<file path="src/rtl/mdio_c45_reg_bridge.sv">
// Clause-45 MDIO backend: turns decoded MDIO frames into held valid/ready register-bus transactions.
// Owns the MMD pointer, post-increment, MMD enable mask and the ready timeout.
module mdio_c45_reg_bridge #(
  parameter int          DEV_W    = 5,
  parameter int          REG_W    = 16,
  parameter int          DATA_W   = 16,
  parameter logic [31:0] DEV_MASK = 32'hFFFF_FFFF,
  parameter int          TIMEOUT  = 255,
  parameter bit          WR_INCR  = 1'b0
) (
  input  logic                   clk_25m,
  input  logic                   rst,
  input  logic                   enable,
  input  logic [13:0]            in_info,
  input  logic                   in_info_en,
  input  logic [DATA_W-1:0]      in_data,
  input  logic                   in_data_en,
  input  logic [DATA_W-1:0]      reg_if_rdata,
  input  logic                   reg_if_ready,
  output logic [DEV_W+REG_W-1:0] reg_if_addr,
  output logic [DATA_W-1:0]      reg_if_wdata,
  output logic                   reg_if_valid,
  output logic                   reg_if_we,
  output logic [DATA_W-1:0]      resp_rdata,
  output logic                   resp_ready,
  output logic                   resp_err,
  output logic                   busy
);
  localparam int              TO_W    = 8;
  localparam logic [TO_W-1:0] TO_LAST = TO_W'(TIMEOUT - 1);

  typedef enum logic [1:0] {S_IDLE, S_WAIT_WDATA, S_REQ} state_t;
  typedef enum logic [1:0] {OP_ADDR = 2'b00, OP_WR = 2'b01, OP_RD_INCR = 2'b10, OP_RD = 2'b11} op_t;

  state_t            r_state,      w_state_nxt;
  op_t               r_op,         w_op_nxt;
  logic [DEV_W-1:0]  r_devad,      w_devad_nxt;
  logic [REG_W-1:0]  r_ptr,        w_ptr_nxt;
  logic [DATA_W-1:0] r_wdata,      w_wdata_nxt;
  logic              r_valid,      w_valid_nxt;
  logic              r_we,         w_we_nxt;
  logic              r_reject,     w_reject_nxt;
  logic [TO_W-1:0]   r_cnt,        w_cnt_nxt;
  logic [DATA_W-1:0] r_resp_rdata, w_resp_rdata_nxt;
  logic              r_resp_ready, w_resp_ready_nxt;
  logic              r_resp_err,   w_resp_err_nxt;
  logic              r_busy;

  op_t              w_info_op;
  logic [DEV_W-1:0] w_info_devad;
  logic             w_info_ok;
  logic             w_is_read;
  logic             w_incr;
  logic             w_unused_info;

  assign w_info_op     = op_t'(in_info[11:10]);
  assign w_info_devad  = in_info[DEV_W-1:0];
  assign w_info_ok     = DEV_MASK[w_info_devad];
  assign w_is_read     = (r_op == OP_RD) || (r_op == OP_RD_INCR);
  assign w_incr        = (r_op == OP_RD_INCR) || (WR_INCR && (r_op == OP_WR));
  assign w_unused_info = ^in_info;

  // NOTE: every variable gets its hold/default value first, so no path through the case leaves one unassigned.
  always_comb begin
    w_state_nxt      = r_state;
    w_op_nxt         = r_op;
    w_devad_nxt      = r_devad;
    w_ptr_nxt        = r_ptr;
    w_wdata_nxt      = r_wdata;
    w_valid_nxt      = r_valid;
    w_we_nxt         = r_we;
    w_reject_nxt     = r_reject;
    w_cnt_nxt        = r_cnt;
    w_resp_rdata_nxt = r_resp_rdata;
    w_resp_ready_nxt = 1'b0;
    w_resp_err_nxt   = 1'b0;

    if (!enable) begin
      w_state_nxt      = S_IDLE;
      w_op_nxt         = OP_ADDR;
      w_devad_nxt      = '0;
      w_ptr_nxt        = '0;
      w_wdata_nxt      = '0;
      w_valid_nxt      = 1'b0;
      w_we_nxt         = 1'b0;
      w_reject_nxt     = 1'b0;
      w_cnt_nxt        = '0;
      w_resp_rdata_nxt = '0;
    end else begin
      unique case (r_state)
        S_IDLE, S_WAIT_WDATA: begin
          if (in_info_en) begin
            // A fresh info strobe always restarts decode; a pending frame is dropped.
            w_op_nxt     = w_info_op;
            w_devad_nxt  = w_info_devad;
            w_reject_nxt = !w_info_ok;
            if (w_info_op == OP_ADDR || w_info_op == OP_WR) begin
              w_state_nxt = S_WAIT_WDATA;
            end else if (w_info_ok) begin
              w_state_nxt = S_REQ;
              w_valid_nxt = 1'b1;
              w_we_nxt    = 1'b0;
              w_cnt_nxt   = '0;
            end else begin
              w_state_nxt      = S_IDLE;
              w_resp_ready_nxt = 1'b1;
              w_resp_err_nxt   = 1'b1;
              w_resp_rdata_nxt = '1;
            end
          end else if (r_state == S_WAIT_WDATA && in_data_en) begin
            w_state_nxt = S_IDLE;
            if (!r_reject) begin
              if (r_op == OP_ADDR) begin
                w_ptr_nxt = in_data[REG_W-1:0];
              end else begin
                w_state_nxt = S_REQ;
                w_wdata_nxt = in_data;
                w_valid_nxt = 1'b1;
                w_we_nxt    = 1'b1;
                w_cnt_nxt   = '0;
              end
            end
          end
        end
        S_REQ: begin
          // Ready on the terminal timeout cycle still completes normally.
          if (reg_if_ready) begin
            w_state_nxt = S_IDLE;
            w_valid_nxt = 1'b0;
            w_we_nxt    = 1'b0;
            if (w_is_read) begin
              w_resp_ready_nxt = 1'b1;
              w_resp_rdata_nxt = reg_if_rdata;
            end
            if (w_incr) w_ptr_nxt = r_ptr + REG_W'(1);
          end else if (r_cnt == TO_LAST) begin
            w_state_nxt = S_IDLE;
            w_valid_nxt = 1'b0;
            w_we_nxt    = 1'b0;
            if (w_is_read) begin
              w_resp_ready_nxt = 1'b1;
              w_resp_err_nxt   = 1'b1;
              w_resp_rdata_nxt = '1;
            end
          end else begin
            w_cnt_nxt = r_cnt + TO_W'(1);
          end
        end
        default: w_state_nxt = S_IDLE;
      endcase
    end
  end

  // NOTE: state registers use non-blocking assignments so every flop samples pre-edge values.
  always_ff @(posedge clk_25m or posedge rst) begin
    if (rst) begin
      r_state      <= S_IDLE;
      r_op         <= OP_ADDR;
      r_devad      <= '0;
      r_ptr        <= '0;
      r_wdata      <= '0;
      r_valid      <= 1'b0;
      r_we         <= 1'b0;
      r_reject     <= 1'b0;
      r_cnt        <= '0;
      r_resp_rdata <= '0;
      r_resp_ready <= 1'b0;
      r_resp_err   <= 1'b0;
      r_busy       <= 1'b0;
    end else begin
      r_state      <= w_state_nxt;
      r_op         <= w_op_nxt;
      r_devad      <= w_devad_nxt;
      r_ptr        <= w_ptr_nxt;
      r_wdata      <= w_wdata_nxt;
      r_valid      <= w_valid_nxt;
      r_we         <= w_we_nxt;
      r_reject     <= w_reject_nxt;
      r_cnt        <= w_cnt_nxt;
      r_resp_rdata <= w_resp_rdata_nxt;
      r_resp_ready <= w_resp_ready_nxt;
      r_resp_err   <= w_resp_err_nxt;
      r_busy       <= (w_state_nxt != S_IDLE);
    end
  end

  assign reg_if_addr  = {r_devad, r_ptr};
  assign reg_if_wdata = r_wdata;
  assign reg_if_valid = r_valid;
  assign reg_if_we    = r_we;
  assign resp_rdata   = r_resp_rdata;
  assign resp_ready   = r_resp_ready;
  assign resp_err     = r_resp_err;
  assign busy         = r_busy;

endmodule

</file>
<file path="config.mk">
export PLATFORM = sky130hd
export DESIGN_NAME = mdio_c45_reg_bridge
export DESIGN_NICKNAME = d
export VERILOG_FILES = /design/src/rtl/mdio_c45_reg_bridge.sv
export SDC_FILE = /design/constraint.sdc
export NUM_CORES = 1
export LEC_CHECK = 0
export ABC_AREA = 0
export BUFFER_PORTS_ARGS = -buffer_cell sky130_fd_sc_hd__buf_2
export CORE_MARGIN = 4
export CORE_UTILIZATION = 30
export CTS_CLUSTER_DIAMETER = 80
export DETAILED_ROUTE_END_ITERATION = 8
export PLACE_DENSITY = 0.58
export SYNTH_ARGS = -nofsm -noshare
export SYNTH_HDL_FRONTEND = slang
export SYNTH_SLANG_ARGS = --single-unit
</file>
<file path="constraint.sdc">
create_clock -name clk_25m -period 4.4 [get_ports clk_25m]
set_input_delay 0.88 -clock clk_25m [delete_from_list [all_inputs] [get_ports clk_25m]]
set_output_delay 0.88 -clock clk_25m [all_outputs]
set_load 0.05 [all_outputs]
</file>
# ---- Word level (Yosys, flattened, before mapping)
# Memories as Yosys holds them, arrays and structs flattened.
# Index checks and enable logic that the tools add are counted.
dict set report totals {
  ff_bits 71
  rom_bits 32
  out_inout_bits 58
  n_memories 1
}
# name words word_bits rd rd_ports_with_merged_regs write_ports line_no
set memory_table {}
lappend memory_table {{(no name shown)} 32 1 1 0 0 58} ;# assign w_info_ok = DEV_MASK[w_info_devad];
dict set report op_classes {
  n_addsub 2
  n_lt_le_gt_ge 1
  n_eq_ne 31
  mux 79
  reduce_logical 15
}
# operator n
set ops {}
lappend ops {{$mux 16} 21}
lappend ops {{$mux 8} 9}
lappend ops {{$pmux 16 s2} 2}
lappend ops {{$ne 3x3->1 const B} 12}
lappend ops {{$mux 1} 26}
lappend ops {{$mux 2} 12}
lappend ops {{$ne 4x4->1 const B} 6}
lappend ops {{$add 16x1->16 const B} 1}
lappend ops {{$pmux 8 s2} 1}
lappend ops {{$mux 5} 3}
lappend ops {{$reduce_and 7->1} 2}
lappend ops {{$add 8x1->8 const B} 1}
lappend ops {{$eq 8x8->1 const B} 1}
lappend ops {{$pmux 1 s2} 4}
lappend ops {{$reduce_and 8->1} 1}
lappend ops {{$eq 2x2->1 const B} 3}
lappend ops {{$logic_not 2->1} 3}
lappend ops {{$lt 5x6->1 const B} 1}
lappend ops {{$ne 2x1->1 const B} 3}
lappend ops {{$ne 2x2->1 const B} 3}
lappend ops {{$reduce_and 6->1} 1}
lappend ops {{$reduce_and 5->1} 1}
lappend ops {{$eq 2x1->1 const B} 2}
lappend ops {{$pmux 2 s2} 1}
lappend ops {{7 further kinds} 8}

# ---- Logic depth before layout (Yosys ltp)
dict set report logic_depth {
  depth_word 8
  depth_mapped 8
  mapped_depth_nobuf 6
}

# ---- Least setup slack after synthesis
# Ideal clock, no wire load.
dict set report synth_path {
  kind {input to register}
  startpoint {input port enable}
  endpoint {register r_resp_rdata[6] (netlist: resp_rdata[6])}
  setup_time_ps 74
  t_arrival_ps 1922
  slack_ps 2404
  cell_stages 8
  cell_sequence {buf_2 > inv_2 > nor2_2 > nand2_1 > or2_1 > buf_2 > buf_6 > o21ai_2}
}
dict set report synth_between {
  elab_chain_cells 2
  word_cells_on_any_way 8
  cone_classes {eq/ne (6); mux (1); reduce/logical (1)}
}
# item line_no
set synth_rtl {}
lappend synth_rtl {{start: declaration} 13} ;# input logic enable,
lappend synth_rtl {{$ne 4x4->1 (no source line) (tied with other cells)} -}
lappend synth_rtl {{$reduce_and 6->1 (no source line)} -}
lappend synth_rtl {{end signal: assignment} 180} ;# r_resp_rdata <= w_resp_rdata_nxt;
lappend synth_rtl {{end: declaration} 44} ;# logic [DATA_W-1:0] r_resp_rdata, w_resp_rdata_nxt;
# Parallel ways exist; a longest one is shown, timed or not.
# A chain may end at the register's enable or synchronous reset.

# ---- Worst setup path in the final report
dict set report layout_path {
  startpoint {input port enable}
  endpoint {register r_resp_rdata[10] (netlist: resp_rdata[10])}
}
# Same word-level chain as after synthesis.

==> flow_summary_export.csv <==
group,metric,value,unit
clock_tree,root_buffer,"clkbuf_16",
synthesis,synthArstFlopShare,100.0,%
layout,instances_no_fill,629,
sta,finalMaxSlewViolations,0,
pwr,total_power,1574,uW
placed_design,dp_cells,613,
floorplanning,core,11030,sq um
pwr,p_comb_share,11.4,%
sta,tns,0,ns
placed_design,gp_congestion,0.7920,
grt,grt_usage,14.59,%
detailed_routing,wl_per_cell,15.22,um
sta,hold_violations,0,
flow_run,max-cap-violations,0,
placed_design,dp_slack,1.495,ns
layout,fin_util,39.47,%
worst_hold_path,worstHoldPathType,"reg2reg",
worst_setup_path,required,4.57,ns
floorplanning,ios,110,
synthesis,syn_avg_cell_area,8.884,sq um
pwr,power_frac_seq,42.5,%
detailed_routing,wl_met1,4294,um
floorplanning,die_x,115.1,um
worst_hold_path,hold_depth,2,
detailed_routing,met3WireLength,771,um
worst_setup_path,cp-end-kind,"register",
floorplanning,die_h,115.1,um
clock_tree,cts_inserted_buffers,9,
grt,antenna_found_initial,0,
detailed_routing,vias,3158,
clock_tree,postCtsHoldBufs,0,
clock_tree,cts_tree,"built",
floorplanning,dieArea,13240,sq um
sta,period_share,56.52,%
layout,syn_to_final_growth,26.64,%
clock_tree,clk_path_buf_depth,2,
floorplanning,rows,38,
floorplanning,initial_core_util,31.17,%
placed_design,dp_hpwl,6849,um
detailed_routing,top_layer,"met4",
clock_tree,clock_sinks,70,
pwr,ir_drop,0.0001993,V
worst_setup_path,crit_type,"in2reg",
pwr,cellPowerDensity,361.4,nW/um^2
grt,grt_max_degree,38,
detailed_routing,first_pass_iters,4,
layout,drive_gt1_share,28.43,%
layout,nets,539,
pwr,leakage,0.002111,uW
sta,worstMarginPinSlew,0.7471,ns
worst_setup_path,r2r-start,"r_cnt[0]",
worst_setup_path,r2r_cells,5,
synthesis,synth.area.top_cells,"dfrtp_1 (51%), nand2_1 (11%), a21oi_1 (6.3%)",
detailed_routing,drtAntennaViolNets,0,
worst_setup_path,critPathLaunch,"enable",
worst_setup_path,start_kind,"primary input",
worst_setup_path,arrival,2.66,ns
synthesis,yosysTopAreaCell,"dfrtp_1",
pwr,switching_power,425.6,uW
sta,max_freq,0.4021,GHz
clock_tree,htree_levels,3,
detailed_routing,via_per_inst,5.021,
synthesis,synth_edf_count,0,
synthesis,synthDistinctLibCells,46,
detailed_routing,met2_length,4425,um
run_status,outcome,"finished, final reports clean",
worst_hold_path,min_from,"resp_rdata[12]",
sta,slew_headroom,50.19,%
grt,grt_pass1_vias,3040,
clock_tree,post_cts_buffers,0,
sta,rsz0062_at_grt,"false",
synthesis,syn_area,3438,sq um
synthesis,synth-main-ff-cell,"dfrtp_1",
worst_setup_path,crit_fanout,33,
synthesis,ys_seq_elements,70,
synthesis,synth_top_area_share,50.95,%
synthesis,synth_most_common_cell,"nand2_1",
synthesis,ys_warn_count,0,
synthesis,ys_seq_area_share,50.95,%
detailed_routing,wirelength,9576,um
layout,fill_cells,1163,
grt,grt_pass1_wl,15420,um
sta,min_period,2.487,ns
pwr,p_int,1148,uW
synthesis,synth_commonest_cells,"nand2_1 (97), dfrtp_1 (70), a21oi_1 (43), nor2_1 (28), o21ai_0 (20)",
sta,clock_skew,0.007755,ns
detailed_routing,drt_iter0_drc,201,
detailed_routing,drc_errors,0,
clock_tree,clk_pin_slew,0.06,ns
clock_tree,clock_latency,0.33,ns
sta,finalSetupViolCount,0,
synthesis,synth_fp_nets,442,
pwr,clock_power_share,46.1,%
grt,grt.overflow.total,0,
sta,timing.final.ws_setup,1.913,ns
placed_design,port_buffers,102,
pwr,swShare,27.04,%
clock_tree,post_cts_resized,0,
layout,n_antenna_cell,0,
synthesis,synthCells,387,
-- final timing paths --
kind | to | slack (ns)
max in group asynchronous | r_cnt[1] | 2.75
min | resp_rdata[12] | 0.47
min in group asynchronous | r_devad[4] | 0.68
min reg2reg | resp_rdata[12] | 0.47
max reg2reg | resp_rdata[10] | 2.14
max | resp_rdata[10] | 1.91
-- cells in the final DEF, fill, tap and decap left out, drive strengths merged, types with 4 or more instances in the layout --
cell / n
buf: 106
nand2: 97
dfrtp: 70
a21oi: 43
o21ai: 30
nor2: 29
clkbuf: 9
nor2b: 8
nand3: 8
inv: 8
o22ai: 6
o211ai: 5
o31a: 5
a32oi: 4
nor3: 4
and2: 4
xor2: 4
clkinv: 4
-- logic make-up (layout without fill, tap and decap cells) --
logic type / Yosys count / after routing / synth area share (%)
DFF: 70 / 70 / 50.95
buffers and inverters: 27 / 129 / 3.639
adders and majority gates: 3 / 3 / 1.092
AOI/OAI and AO/OA: 110 / 110 / 20.63
xor gates and xnor gates: 4 / 4 / 1.019
and+or+nand+nor: 173 / 173 / 22.67
-- cell type report --
| class | instances | area [sq um] | share of cell area [%] |
|---|---|---|---|
| well taps | 140 | 175.2 | 4.023 |
| repair buffers | 106 | 540.5 | 12.41 |
| clock inverters | 7 | 73.82 | 1.695 |
| inverters | 7 | 26.28 | 0.6034 |
| clock buffers | 9 | 225.2 | 5.172 |
| multi-input cells | 290 | 1562 | 35.86 |
| flip-flops and latches | 70 | 1752 | 40.23 |
-- routing by layer --
layer  up-vias  track usage (%)
met5         -                0
met4         0            3.834
met3         8            4.684
met2       109            23.26
met1      1496            19.24
li1       1545                -
-- sequential cells by signal, indices dropped and copies added, names as in the netlist --
name / count
resp_err: 1
reg_if_we: 1
reg_if_wdata: 16
r_state: 2
r_op: 2
r_cnt: 8
reg_if_valid: 1
r_devad: 5
resp_rdata: 16
resp_ready: 1
r_ptr: 16
busy: 1
-- power groups by stage --
stage	clock network, uW	registers, uW	logic [uW]
after global routing	777	671	198
after CTS	746	669	182
after floorplan	0	716	85.9
final	726	669	179
after global placement	0	681	179
after detailed placement	0	681	181
-- through the flow --
step / cell area, sq um / hold slack (ns)
3_5_place_dp: 4055 / 0.4617
4_1_cts: 4354 / 0.4761
6_report: 4354 / 0.4717
5_1_grt: 4354 / 0.4867
3_3_place_gp: 4055 / 0.4561
2_1_floorplan: 3438 / 0.4983
-- worst max-delay path, stage by stage --
cell and delay, ns:
buf_2 0.22, inv_2 0.50, nor2_2 0.13, nand2_1 0.12, or2_1 0.60, o21ai_0 0.20
No activity file was read; power rests on OpenSTA's default activity.
